--- config.mk ---
export PLATFORM = sky130hd
export DESIGN_NAME = cam_capture_wr_flat
export DESIGN_NICKNAME = d
export VERILOG_FILES = /design/src/rtl/cam_capture_wr_pkg.sv /design/src/rtl/cam_capture_wr_if.sv /design/src/rtl/cam_capture_wr_rgb565_to_rgb111.sv /design/src/rtl/cam_capture_wr.sv /design/src/flat_wrapper.sv
export SDC_FILE = /design/constraint.sdc
export NUM_CORES = 1
export LEC_CHECK = 0
export BUFFER_PORTS_ARGS = -buffer_cell sky130_fd_sc_hd__buf_2
export CORE_ASPECT_RATIO = 1.1
export CORE_MARGIN = 2
export CORE_UTILIZATION = 56
export DETAILED_ROUTE_END_ITERATION = 6
export HOLD_SLACK_MARGIN = 0.03
export PLACE_DENSITY = 0.82
export SYNTH_ARGS = -nofsm -noshare
export SYNTH_HDL_FRONTEND = slang
export SYNTH_HIERARCHICAL = 1
export SYNTH_SLANG_ARGS = --single-unit
--- constraint.sdc ---
create_clock -name clk -period 3.02 [get_ports clk]
set_input_delay 0.453 -clock clk [delete_from_list [all_inputs] [get_ports clk]]
set_output_delay 0.453 -clock clk [all_outputs]
set_load 0.01 [all_outputs]
--- src/rtl/cam_capture_wr_pkg.sv ---
// Shared types and constants for the camera capture write path:
// FSM state encoding, RGB565->RGB111 bit picks, frame size.
package cam_capture_wr_pkg;

  localparam int IMG_W_DEF = 80;
  localparam int IMG_H_DEF = 60;
  localparam int FRAME_PIX = IMG_W_DEF * IMG_H_DEF;

  // MSB of each colour field: R5 and G6 live in the hi byte,
  // B5 in the lo byte of the RGB565 pair.
  localparam int R_MSB = 7;
  localparam int G_MSB = 2;
  localparam int B_MSB = 4;

  typedef enum logic [1:0] {
    IDLE    = 2'd0,
    WAIT_VS = 2'd1,
    BYTE1   = 2'd2,
    BYTE2   = 2'd3
  } state_t;

  function automatic int frame_pix(input int w, input int h);
    return w * h;
  endfunction

endpackage

--- src/rtl/cam_capture_wr_if.sv ---
// Frame buffer write port bundle: addr_in, data_in, regwrite.
// master drives the port, slave (the buffer) receives it.
interface cam_capture_wr_if #(
  parameter int AW = 13,
  parameter int DW = 3
);
  logic [AW-1:0] addr_in;
  logic [DW-1:0] data_in;
  logic          regwrite;

  modport master (
    output addr_in,
    output data_in,
    output regwrite
  );

  modport slave (
    input addr_in,
    input data_in,
    input regwrite
  );
endinterface

--- src/rtl/cam_capture_wr_rgb565_to_rgb111.sv ---
// Combinational packer: RGB565 byte pair -> RGB111 {R,G,B}.
// Ports: i_hi/i_lo camera bytes, o_rgb packed pixel.
module rgb565_to_rgb111
  import cam_capture_wr_pkg::*;
(
  input  logic [7:0] i_hi,
  input  logic [7:0] i_lo,
  output logic [2:0] o_rgb
);

  // Only the field MSBs survive the colour reduction.
  logic w_unused;
  assign w_unused = ^{i_hi, i_lo};

  assign o_rgb = {i_hi[R_MSB], i_hi[G_MSB], i_lo[B_MSB]};

endmodule

--- src/rtl/cam_capture_wr.sv ---
// OV7670 RGB565 capture -> RGB111 frame buffer writer.
// Ports: clk/rst_n, cap_en, vsync/href/px_data, wr (buffer port), frame_done, overflow.
module cam_capture_wr
  import cam_capture_wr_pkg::*;
#(
  parameter int AW    = 13,
  parameter int DW    = 3,
  parameter int IMG_W = IMG_W_DEF,
  parameter int IMG_H = IMG_H_DEF
) (
  input  logic       clk,
  input  logic       rst_n,
  input  logic       cap_en,
  input  logic       vsync,
  input  logic       href,
  input  logic [7:0] px_data,
  cam_capture_wr_if.master wr,
  output logic       frame_done,
  output logic       overflow
);

  localparam logic [AW-1:0] L_FRAME = AW'(frame_pix(IMG_W, IMG_H));

  state_t        r_state;
  state_t        w_state_n;
  logic          r_vs_q;
  logic [AW-1:0] r_cnt;
  logic [AW-1:0] w_cnt_n;
  logic [7:0]    r_hi;
  logic [7:0]    w_hi_n;
  logic [AW-1:0] r_addr;
  logic [AW-1:0] w_addr_n;
  logic [DW-1:0] r_data;
  logic [DW-1:0] w_data_n;
  logic          r_we;
  logic          w_we_n;
  logic          r_done;
  logic          w_done_n;
  logic          r_ovf;
  logic          w_ovf_n;

  logic          w_fall;
  logic          w_rise;
  logic          w_full;
  logic [2:0]    w_pix;

  assign w_fall = r_vs_q & ~vsync;
  assign w_rise = ~r_vs_q & vsync;
  assign w_full = (r_cnt == L_FRAME);

  rgb565_to_rgb111 u_pack (
    .i_hi  (r_hi),
    .i_lo  (px_data),
    .o_rgb (w_pix)
  );

  always_comb begin
    w_state_n = r_state;
    w_cnt_n   = r_cnt;
    w_hi_n    = r_hi;
    w_addr_n  = r_addr;
    w_data_n  = r_data;
    w_we_n    = 1'b0;
    w_done_n  = 1'b0;
    w_ovf_n   = r_ovf;
    unique case (r_state)
      IDLE: begin
        if (cap_en)
          w_state_n = WAIT_VS;
      end
      WAIT_VS: begin
        if (w_fall) begin
          w_cnt_n   = '0;
          w_ovf_n   = 1'b0;
          w_state_n = BYTE1;
        end else if (!cap_en) begin
          w_state_n = IDLE;
        end
      end
      BYTE1: begin
        if (w_rise) begin
          w_done_n  = 1'b1;
          w_state_n = cap_en ? WAIT_VS : IDLE;
        end else if (href) begin
          w_hi_n    = px_data;
          w_state_n = BYTE2;
        end
      end
      BYTE2: begin
        // vsync rise drops a pending half pixel.
        if (w_rise) begin
          w_done_n  = 1'b1;
          w_state_n = cap_en ? WAIT_VS : IDLE;
        end else begin
          w_state_n = BYTE1;
          if (href) begin
            if (w_full) begin
              w_ovf_n = 1'b1;
            end else begin
              w_we_n   = 1'b1;
              w_addr_n = r_cnt;
              w_data_n = DW'(w_pix);
              w_cnt_n  = r_cnt + AW'(1);
            end
          end
        end
      end
      default: w_state_n = IDLE;
    endcase
  end

  always_ff @(posedge clk or negedge rst_n) begin
    if (!rst_n) begin
      r_state <= IDLE;
      r_vs_q  <= 1'b0;
      r_cnt   <= '0;
      r_hi    <= '0;
      r_addr  <= '0;
      r_data  <= '0;
      r_we    <= 1'b0;
      r_done  <= 1'b0;
      r_ovf   <= 1'b0;
    end else begin
      r_state <= w_state_n;
      r_vs_q  <= vsync;
      r_cnt   <= w_cnt_n;
      r_hi    <= w_hi_n;
      r_addr  <= w_addr_n;
      r_data  <= w_data_n;
      r_we    <= w_we_n;
      r_done  <= w_done_n;
      r_ovf   <= w_ovf_n;
    end
  end

  assign wr.addr_in  = r_addr;
  assign wr.data_in  = r_data;
  assign wr.regwrite = r_we;
  assign frame_done  = r_done;
  assign overflow    = r_ovf;

endmodule
--- src/flat_wrapper.sv ---
// flat-port wrapper written by rule: the top's interface ports become plain ports
module cam_capture_wr_flat import cam_capture_wr_pkg::*;
#(
  parameter int AW    = 13,
  parameter int DW    = 3,
  parameter int IMG_W = IMG_W_DEF,
  parameter int IMG_H = IMG_H_DEF
)
  (clk, rst_n, cap_en, vsync, href, px_data, frame_done, overflow, wr_addr_in, wr_data_in, wr_regwrite);
  cam_capture_wr_if #(.AW(AW), .DW(DW)) wr_i ();
  input  logic clk;
  input  logic rst_n;
  input  logic cap_en;
  input  logic vsync;
  input  logic href;
  input  logic [7:0] px_data;
  output logic frame_done;
  output logic overflow;
  output wire logic [$bits(wr_i.addr_in)-1:0] wr_addr_in;
  output wire logic [$bits(wr_i.data_in)-1:0] wr_data_in;
  output wire logic [$bits(wr_i.regwrite)-1:0] wr_regwrite;
  assign wr_addr_in = wr_i.addr_in;
  assign wr_data_in = wr_i.data_in;
  assign wr_regwrite = wr_i.regwrite;
  cam_capture_wr #(.AW(AW), .DW(DW), .IMG_W(IMG_W), .IMG_H(IMG_H)) u_core (.clk(clk), .rst_n(rst_n), .cap_en(cap_en), .vsync(vsync), .href(href), .px_data(px_data), .wr(wr_i), .frame_done(frame_done), .overflow(overflow));
endmodule
Word level (Yosys, flattened, before mapping)
Index checks and enable logic that the tools add are counted.
Word-level totals
  bits in registers: 43
  logic and storage cells: 60
Operators by class
  add/subtract/negate cells: 1
  equality and inequality tests: 12
  multiplexer cells: 24
  bitwise operators: 6
  reductions and logical operators: 8
Operators by type and width (number)
  $mux 13: 4
  $pmux 13 s2: 1
  $add 13x1->13 const B: 1
  $eq 13x13->1 const B: 1
  $mux 2: 6
  $mux 1: 11
  $reduce_and 5->1: 2
  $ne 2x2->1 const B: 4
  $pmux 2 s4: 1
  $ne 3x2->1 const B: 2
  $reduce_and 3->1: 2
  $eq 2x2->1 const B: 2
  $ne 2x1->1 const B: 2
  $not 1->1: 4
  $reduce_and 4->1: 1
  $and 1x1->1: 2
  $eq 2x1->1 const B: 1
  $logic_not 2->1: 1
  $pmux 1 s2: 1
  $reduce_bool 2->1: 1
  $reduce_or 2->1: 1

Logic depth before layout (Yosys ltp)
Gate-level depths: netlist (run 1).
  word-level depth: 5
  mapped depth: 8

Hierarchy
The synthesis (run 1) kept the hierarchy.
By module, submodules not included
  cam_capture_wr: times used 1, cells an instance 170, area each 1980.6 um^2
  rgb565_to_rgb111: times used 1, cells an instance 3, area each 22.5 um^2

Least setup slack after synthesis (run 1)
Ideal clock, no wire load.
  kind: register -> register
  start: register u_core.r_cnt[4]
  end: register u_core.r_addr[11] (netlist: u_core/wr.addr_in[11])
  library setup time: 125 ps
  data arrival time: 2161 ps
  path slack: 734 ps
  stages on the path, launching flop included: 7
  period minus slack after synthesis: 2286 ps
  path through: dfrtp_1 > buf_6 > or4b_4 > or4_4 > nand2_4 > buf_4 > mux2_2
On the way
  longest elaborated chain between the ends: 3
Ends and longest elaborated chain
  start, declared: RTL line cam_capture_wr.sv:27  | logic [AW-1:0] r_cnt;
  start signal, assigned: RTL line cam_capture_wr.sv:126  | r_cnt <= w_cnt_n;
  $eq 13x13->1: RTL line cam_capture_wr.sv:49  | assign w_full = (r_cnt == L_FRAME);
  $not 1->1 (no source line)
  $reduce_and 4->1 (no source line)
  end signal, assigned: RTL line cam_capture_wr.sv:128  | r_addr <= w_addr_n;
  end, declared: RTL line cam_capture_wr.sv:31  | logic [AW-1:0] r_addr;
Every way passes these cells.
A chain may end at the register's enable or synchronous reset.

Worst setup path after layout (run 1)
  start: register u_core.r_cnt[4]
  end: register u_core.r_data[2] (netlist: u_core/wr.data_in[2])
On the way
  longest elaborated chain between the ends: 3
Ends and longest elaborated chain
  $eq 13x13->1: RTL line cam_capture_wr.sv:49
  $not 1->1 (no source line)
  $reduce_and 4->1 (no source line)
  end signal, assigned: RTL line cam_capture_wr.sv:129  | r_data <= w_data_n;
  end, declared: RTL line cam_capture_wr.sv:33  | logic [DW-1:0] r_data;
Every way passes these cells.

==> results of run 1 <==
==> layout by cell type, fill, tap and decap left out, types with 2 or more instances in the layout <==
cell type,instances
o21ai_0,3
nor2_1,6
nand2_1,6
nand4_1,3
nand2b_1,2
and4_1,3
o221ai_1,2
a41oi_1,3
nor4_1,2
inv_1,8
and3_1,4
buf_2,26
mux2_2,17
a31oi_1,13
dfrtp_1,37
clkbuf_4,5
ha_1,2
or3_1,2
o211ai_1,2
nand3_1,16
clkinv_2,2
o31a_1,2
==> worst max-delay path, stage by stage (launching register included) <==
cell,delay (ns)
dfrtp_1,0.48
or4b_4,0.57
or4_4,0.67
nand2_4,0.25
inv_2,0.11
mux2_2,0.28
==> flip-flops by register name (all words and copies together) (netlist names) <==
register / cells
u_core/frame_done: 1
u_core/overflow: 1
u_core/r_cnt: 13
u_core/r_hi: 2
u_core/r_state: 2
u_core/r_vs_q: 1
u_core/wr.addr_in: 13
u_core/wr.data_in: 3
u_core/wr.regwrite: 1
==> worst max path at each step <==
stage / startpoint / endpoint / slack, ns / depth (start not counted)
after floorplan: u_core/r_cnt[4] / u_core/wr.addr_in[11] / 0.73 / 6
after CTS: u_core/r_cnt[4] / u_core/wr.data_in[1] / 0.56 / 5
final: u_core/r_cnt[4] / u_core/wr.data_in[2] / 0.56 / 5
after global routing: u_core/r_cnt[4] / u_core/wr.data_in[1] / 0.45 / 5
after detailed placement: u_core/r_cnt[4] / u_core/wr.data_in[1] / 0.56 / 5
after global placement: u_core/r_cnt[4] / u_core/wr.data_in[2] / 0.58 / 5
==> stage by stage <==
step / hold WS, ns / cell area, um^2
final: 0.184 / 1940
after global routing: 0.231 / 1940
after CTS: 0.209 / 1940
after detailed placement: 0.488 / 1890
after global placement: 0.469 / 1890
after floorplan: 0.157 / 1790
==> layer usage <==
layer  vias to the layer above  global-route usage
met1                       631               0.265
met5                         -                   0
met3                         4              0.0657
li1                        650                   -
met2                        34               0.364
met4                         0              0.0872
==> power by group <==
part | switching [mW] | internal [mW] | total, mW
Combinational | 0.147 | 0.141 | 0.288
Clock | 0.156 | 0.0887 | 0.244
Sequential | 0.0876 | 0.600 | 0.688
Total | 0.390 | 0.830 | 1.22
==> area by class of cell <==
cell class	instances	area, um^2
tap	34	42.5
fill	263	1110
sequential	37	926
timing repair buffer	27	138
multi-input combinational	102	751
inverter	9	33.8
clock buffer	6	41.3
clock inverter	2	10.0
==> summary.md, run 1 <==
| Metric | Value |
|---|---|
| Number of buffers added on ports | `26` |
| RSZ-0062 raised after global routing | `false` |
| Post-CTS resize count | `0` |
| H-Tree Depth | `2` |
| Non-filler cells, final | `217` |
| ANT nets after route | `0` |
| Total chip power | `1.22 mW` |
| Postcts setup bufs | `0` |
| Mapped Nets | `176` |
| Worst R2R Start | `u_core/r_cnt[4]` |
| Via density | `6.08` |
| Final core utilization | `0.637` |
| DP Wirelength | `2360 um` |
| Post-Syn Area | `1790 um^2` |
| VDD IR max | `0.000548 V` |
| Slew Limit Fails | `0` |
| Grt ovf | `0` |
| CP Launch Type | `flop` |
| Initial DRT Pass Iterations | `4` |
| CTS tree | `yes` |
| M1 wire length | `1370 um` |
| TritonCTS Buffers | `5` |
| Die Height | `63.2 um` |
| Ant diodes | `0` |
| Drt drc | `0` |
| Reg2reg end | `u_core/wr.data_in[2]` |
| Initial Utilization | `0.586` |
| Clock slew at reported path FFs | `0.11 ns` |
| Post-route setup slack | `0.560 ns` |
| Sum Neg Setup Slack | `0 ns` |
| CP Max Fanout | `21` |
| Root Buffer | `clkbuf_4` |
| Worst setup path class | `reg -> reg` |
| Synth warn | `6` |
| Die Width | `57.8 um` |
| Worst Max-Slew Pin Slew | `0.789 ns` |
| Clock sink count | `37` |
| Metal3 WL | `158 um` |
| R2R cell count | `5` |
| Max Cap Viol | `0` |
| First-pass GRT wire length | `6130 um` |
| Highest metal used | `met4` |
| Iteration-0 DRC Markers | `48` |
| Hold-fix buffers at CTS | `0` |
| Final Wtd Congestion | `0.949` |
| Initial antenna violation count | `0` |
| F_max | `0.406 GHz` |
| Core Region | `3050 um^2` |
| I/O Pins | `32` |
| CTS Buffer Depth | `2` |
| Drt wl/cell | `15.5 um` |
| R2R Setup Slk | `0.56 ns` |
| Status | `finished, final reports clean` |
| DR WL met2 | `1780 um` |
| Worst EP required | `3.26 ns` |
| Min cycle time layout | `2.46 ns` |
| Largest net degree at the start of global routing | `38` |
| Endpoints failing setup | `0` |
| Dpl ws | `0.556 ns` |
| Rows | `21` |
| Crit path arrival time | `2.70 ns` |
| All-Layer GR Usage | `0.220` |
| Max_slew headroom | `0.474` |
| Post-Place Cells | `209` |
| Final net count | `197` |
| Via count of the first global-routing pass | `1,357` |
| LEAKAGE | `0.935 nW` |
| Die ar. | `3660 um^2` |
| Total routed wirelength | `3360 um` |
| Share of layout cells above drive strength 1 | `0.306` |
| Clk_skew | `0.0111 ns` |
| Syn Inst Count | `161` |
| Power Density | `628 nW/um^2` |
| CP endpoint kind | `flop` |
| Syn_area_per_cell | `11.1 um^2` |
| Hold crit path type | `in -> async` |
| Final period util | `0.815` |
| Total number of vias | `1,319` |
| Final Hold Vio Count | `0` |
| Area growth from synthesis to layout | `8.76%` |
| Clk Latency, worst-skew pair | `0.34 ns` |
No activity file was read; power rests on OpenSTA's default activity.
==> inputs of run 2 (changes only) <==
==> constraint.sdc (replaced) <==
create_clock -name clk -period 2.5 [get_ports clk]
set_input_delay 0.375 -clock clk [delete_from_list [all_inputs] [get_ports clk]]
set_output_delay 0.375 -clock clk [all_outputs]
set_load 0.01 [all_outputs]
==> summary.md, run 2 (synthesized netlist as in run 1, its figures left out) <==
| Metric | Value |
|---|---|
| DP Wirelength | `2360 um (about the same)` |
| ANT nets after route | `0 (unchanged)` |
| Total routed wirelength | `3470 um (+3.5%)` |
| Die Width | `57.8 um (unchanged)` |
| Status | `finished, final reports clean` |
| Crit path arrival time | `2.60 ns (-0.10 ns)` |
| CP Max Fanout | `16 (-24%)` |
| Initial antenna violation count | `0 (unchanged)` |
| Final core utilization | `0.649 (+0.0119)` |
| Sequential share of power | `0.528 (-0.036)` |
| Drt drc | `0 (unchanged)` |
| Endpoints failing setup | `0 (unchanged)` |
| Worst EP required | `2.73 ns (-0.53 ns)` |
| Grt ovf | `0 (unchanged)` |
| Clock slew at reported path FFs | `0.10 ns (about the same)` |
| Initial Utilization | `0.586 (unchanged)` |
| Worst Max-Slew Pin Slew | `0.808 ns (+0.0194 ns)` |
| VDD IR max | `0.000624 V (+14%)` |
| CP Launch Type | `flop` |
| Power Density | `786 nW/um^2 (+25%)` |
| Slew Limit Fails | `0 (unchanged)` |
| Sum Neg Setup Slack | `0 ns (unchanged)` |
| Number of buffers added on ports | `26 (unchanged)` |
| Max_slew headroom | `0.461 (-0.0129)` |
| Clk_skew | `0.00415 ns (-0.00697 ns)` |
| Area growth from synthesis to layout | `10.8%` |
| Iteration-0 DRC Markers | `70 (+46%)` |
| Die Height | `63.2 um (unchanged)` |
| Switch Pwr | `0.483 mW (+24%)` |
| Hold-fix buffers at CTS | `0 (unchanged)` |
| Post-route setup slack | `0.134 ns (-0.426 ns)` |
| Die ar. | `3660 um^2 (unchanged)` |
| H-Tree Depth | `2 (unchanged)` |
| Clk Latency, worst-skew pair | `0.34 ns (about the same)` |
| Commonest non-fill, non-tap cell in the layout | `dfrtp_1` |
| Final period util | `0.947 (+0.132)` |
| Max Cap Viol | `0 (unchanged)` |
| Hold crit path type | `in -> async` |
| Final Wtd Congestion | `0.955 (+0.70%)` |
| Sw Share | `0.311 (-0.00881)` |
| Internal Pwr Total | `1.07 mW (+29%)` |
| Total number of vias | `1,352 (+2.5%)` |
| Rows | `21 (unchanged)` |
| CTS tree | `yes` |
| LEAKAGE | `0.958 nW (+2.5%)` |
| Final Hold Vio Count | `0 (unchanged)` |
| Via count of the first global-routing pass | `1,333 (-1.8%)` |
| Initial DRT Pass Iterations | `4 (unchanged)` |
| Most frequent cells in the layout | `37 x dfrtp_1, 26 x buf_2, 17 x mux2_2` |
| Core Region | `3050 um^2 (unchanged)` |
| CP endpoint kind | `flop` |
| Final net count | `200 (+1.5%)` |
| Dpl ws | `0.148 ns (-0.408 ns)` |
| All-Layer GR Usage | `0.219 (-0.00106)` |
| Largest net degree at the start of global routing | `38 (unchanged)` |
| RSZ-0062 raised after global routing | `false` |
| TritonCTS Buffers | `5 (unchanged)` |
| Min cycle time layout | `2.37 ns (-0.0939 ns)` |
| Postcts setup bufs | `0 (unchanged)` |
| Worst setup path class | `reg -> reg` |
| Slowest cell on crit path | `or4_4` |
| Ant diodes | `0 (unchanged)` |
| Share of layout cells above drive strength 1 | `0.317 (+0.0112)` |
| Cells along the critical path | `or4b_4 > or4_4 > nand2_4 > inv_2 > mux2_2` |
| Max stage delay on crit path | `0.58 ns (-0.09 ns)` |
| Logic gate share of total power | `0.245 (+0.009)` |
| Post-CTS resize count | `0 (unchanged)` |
| Via density | `6.15 (+1.1%)` |
| First-pass GRT wire length | `6060 um (-1.1%)` |
| CTS Buffer Depth | `2 (unchanged)` |
| Drt wl/cell | `15.8 um (+2.1%)` |
| F_max | `0.423 GHz (+4.0%)` |
| Root Buffer | `clkbuf_4` |
| Clock sink count | `37 (unchanged)` |
| Clock network power share | `0.227 (+0.027)` |
| I/O Pins | `32 (unchanged)` |
==> run 2: cell count changes in the layout (fill, tap and decap cells not counted) <==
cell      before  now
nor3_2         1    0
clkbuf_1       1    0
buf_4          1    4
clkbuf_8       0    2
nor3_1         0    1
clkinv_2       2    1
==> run 2: metal layers <==
| layer | GRT usage | wire, um | up-vias |
|---|---|---|---|
| li1 | - | - | 642 |
| met1 | 0.260 | 1390 | 662 |
| met2 | 0.366 | 1840 | 41 |
| met3 | 0.0431 | 164 | 7 |
| met4 | 0.116 | 78 | 0 |
| met5 | 0 | 0 | - |
==> run 2: power by group through the flow <==
stage / combinational [mW] / sequential, mW / clock [mW]
finish: 0.381 / 0.821 / 0.352
global route: 0.417 / 0.840 / 0.389
CTS: 0.385 / 0.821 / 0.367
detailed placement: 0.383 / 0.833 / 0
global placement: 0.366 / 0.819 / 0
floorplan: 0.231 / 0.850 / 0
==> run 2: stage by stage <==
stage                     std cells  instance area [um^2]  hold slack (ns)  power, mW
after floorplan                 161                  1790           0.0794       1.08
after global placement          212                  1910            0.468       1.19
after detailed placement        212                  1910            0.476       1.22
after CTS                       220                  1980            0.137       1.57
after global routing            220                  1980            0.157       1.65
final                           220                  1980            0.118       1.55
==> run 2: cell type report <==
| cell class | count | area (um^2) |
|---|---|---|
| inverter | 9 | 33.8 |
| fill | 247 | 1070 |
| tap | 34 | 42.5 |
| clock buffer | 7 | 65.1 |
| multi-input combinational | 102 | 746 |
| clock inverter | 1 | 5.00 |
| timing repair buffer | 30 | 160 |
| sequential | 37 | 926 |
==> run 2: critical path: cells and delay by family (launching register included) <==
kind	cells	cell delay, ns
flip-flops	1	0.48
multiplexers	1	0.28
buffers and inverters	1	0.11
AND/OR/NAND/NOR	3	1.37
==> run 2: path summary, 6_finish.rpt <==
path	start	endpoint	slack [ns]	cells after the start
max	u_core/r_cnt[4]	u_core/wr.data_in[1]	0.13	5
min	rst_n	u_core/wr.addr_in[3]	0.12	1
max reg2reg	u_core/r_cnt[4]	u_core/wr.data_in[1]	0.13	5
min reg2reg	u_core/wr.addr_in[10]	u_core/wr.addr_in[10]	0.50	1
max in group asynchronous	rst_n	u_core/wr.data_in[1]	1.88	1
min in group clk	vsync	u_core/r_vs_q	0.18	1
==> inputs of run 3 (changes only) <==
--- a/config.mk
+++ b/config.mk
@@ -10,6 +10,7 @@
 export CORE_MARGIN = 2
 export CORE_UTILIZATION = 56
 export DETAILED_ROUTE_END_ITERATION = 6
+export GPL_TIMING_DRIVEN = 0
 export HOLD_SLACK_MARGIN = 0.03
 export PLACE_DENSITY = 0.82
 export SYNTH_ARGS = -nofsm -noshare
==> summary.md, run 3 (synthesized netlist as in run 1, its figures left out) <==
| Metric | Value |
|---|---|
| Status | `finished, final reports clean` |
| Root Buffer | `clkbuf_4` |
| Postcts setup bufs | `0 (unchanged)` |
| Hold crit path type | `in -> async` |
| Clock network power share | `0.201 (-0.026)` |
| Rows | `21 (unchanged)` |
| Ant diodes | `0 (unchanged)` |
| Commonest non-fill, non-tap cell in the layout | `dfrtp_1` |
| Worst EP required | `2.72 ns (about the same)` |
| Sequential share of power | `0.539 (+0.011)` |
| Storage element area | `926 um^2 (unchanged)` |
| Final Wtd Congestion | `0.925 (-3.2%)` |
| Switch Pwr | `0.478 mW (-1.1%)` |
| H-Tree Depth | `2 (unchanged)` |
| Initial Utilization | `0.586 (unchanged)` |
| Multi-input gate area | `746 um^2 (unchanged)` |
| Drt wl/cell | `15.8 um (about the same)` |
| CP Launch Type | `flop` |
| Fill cells | `274 (+11%)` |
| Total chip power | `1.53 mW (-1.4%)` |
| CP Launch Point | `u_core/r_cnt[4]` |
| CP Max Fanout | `10 (-6)` |
| R2R Setup Slk | `0.07 ns (-0.06 ns)` |
| Area growth from synthesis to layout | `12.5%` |
| Initial antenna violation count | `0 (unchanged)` |
| Internal Pwr Total | `1.05 mW (-1.6%)` |
| Total routed wirelength | `3580 um (+3.1%)` |
| Iteration-0 DRC Markers | `34 (-51%)` |
| Sum Neg Setup Slack | `0 ns (unchanged)` |
| Post-CTS resize count | `0 (unchanged)` |
| F_max | `0.412 GHz (-2.6%)` |
| Logic gate share of total power | `0.260 (+0.015)` |
| CTS Buffer Depth | `2 (unchanged)` |
| Sw Share | `0.312 (+0.00108)` |
| ANT nets after route | `0 (unchanged)` |
| Total number of vias | `1,394 (+3.1%)` |
| First-pass GRT wire length | `6280 um (+3.6%)` |
| Die Height | `63.2 um (unchanged)` |
| Slew Limit Fails | `0 (unchanged)` |
| Number of buffers added on ports | `25 (-3.8%)` |
| Final net count | `208 (+4.0%)` |
| Power Density | `763 nW/um^2 (-2.9%)` |
| Die Width | `57.8 um (unchanged)` |
| Share of layout cells above drive strength 1 | `0.306 (-0.0115)` |
| Final Hold Vio Count | `0 (unchanged)` |
| Max_slew headroom | `0.469 (+0.00775)` |
| Min cycle time layout | `2.43 ns (+0.0634 ns)` |
| CP endpoint kind | `flop` |
| RSZ-0062 raised after global routing | `false` |
| Most frequent cells in the layout | `37 x dfrtp_1, 26 x buf_2, 17 x mux2_2` |
| Final core utilization | `0.659 (+0.00985)` |
| Worst R2R Start | `u_core/r_cnt[4]` |
| Via density | `6.14 (about the same)` |
| TritonCTS Buffers | `5 (unchanged)` |
| LEAKAGE | `0.965 nW (+0.66%)` |
| Core Region | `3050 um^2 (unchanged)` |
| Grt ovf | `0 (unchanged)` |
| CTS tree | `yes` |
| Initial DRT Pass Iterations | `4 (unchanged)` |
| Crit path arrival time | `2.65 ns (+0.05 ns)` |
| Via count of the first global-routing pass | `1,403 (+5.3%)` |
| Hold-fix buffers at CTS | `0 (unchanged)` |
| DP Wirelength | `2590 um (+9.8%)` |
| I/O Pins | `32 (unchanged)` |
| Worst Max-Slew Pin Slew | `0.797 ns (-0.0116 ns)` |
| Worst hold margin | `0.117 ns (-0.00170 ns)` |
| VDD IR max | `0.000661 V (+5.8%)` |
| Die ar. | `3660 um^2 (unchanged)` |
| Clk Latency, worst-skew pair | `0.33 ns (about the same)` |
| Worst setup path class | `reg -> reg` |
| Drt drc | `0 (unchanged)` |
| Largest net degree at the start of global routing | `38 (unchanged)` |
| All-Layer GR Usage | `0.224 (+0.00524)` |
| Endpoints failing setup | `0 (unchanged)` |
| Clk_skew | `0.00551 ns (+0.00136 ns)` |
| Max Cap Viol | `0 (unchanged)` |
| Clock sink count | `37 (unchanged)` |
| Clock slew at reported path FFs | `0.10 ns (about the same)` |
| Final period util | `0.972 (+0.0254)` |
==> run 3: changes by cell type in the layout (fill, tap and decap cells not counted) <==
cell / before / now
clkbuf_1: 0 / 6
buf_6: 0 / 2
clkinv_2: 1 / 0
buf_1: 0 / 1
clkbuf_8: 2 / 1
==> run 3: power by group through the flow <==
stage	Combinational (mW)	Clock, mW	Sequential, mW
5_1_grt	0.440	0.344	0.844
4_1_cts	0.405	0.325	0.825
2_1_floorplan	0.231	0	0.850
6_report	0.399	0.307	0.826
3_5_place_dp	0.400	0	0.838
3_3_place_gp	0.385	0	0.824
==> run 3: final timing paths <==
check | endpoint | cells past startpoint
worst max-delay path | u_core/wr.addr_in[11] | 6
worst min-delay path | u_core/r_cnt[4] | 1
worst max register to register | u_core/wr.addr_in[11] | 6
worst min register to register | u_core/wr.addr_in[10] | 1
max in group asynchronous | u_core/wr.addr_in[9] | 1
min in group clk | u_core/r_vs_q | 1
==> run 3: critical path, stage by stage (launching register included) <==
cell and delay (ns):
dfrtp_1 0.39, buf_6 0.13, or4b_4 0.53, or4_4 0.56, nand2_4 0.13, buf_4 0.22, mux2_2 0.35
==> run 3: area by class of cell <==
type	count	share of cell area
Sequential cell	37	0.461
Multi-Input combinational cell	102	0.371
Timing Repair Buffer	25	0.0623
Buffer	13	0.0399
Clock buffer	7	0.0274
Tap cell	34	0.0212
Inverter	9	0.0168
==> run 3: metrics by stage <==
stage	std cells	cell area, um^2	worst slack, ns
finish	227	2010	0.0702
global route	227	2010	0.00583
CTS	227	2010	0.0700
detailed placement	220	1950	0.0926
global placement	220	1950	0.111
floorplan	161	1790	0.214
==> run 3: per-layer routing <==
layer	up-vias	routed length, um	part of all wire	GRT usage
li1	662	-	-	-
met1	700	1490	0.42	0.249
met2	25	1870	0.52	0.399
met3	7	135	0.038	0.0595
met4	0	78	0.022	0.0843
met5	-	0	0	0
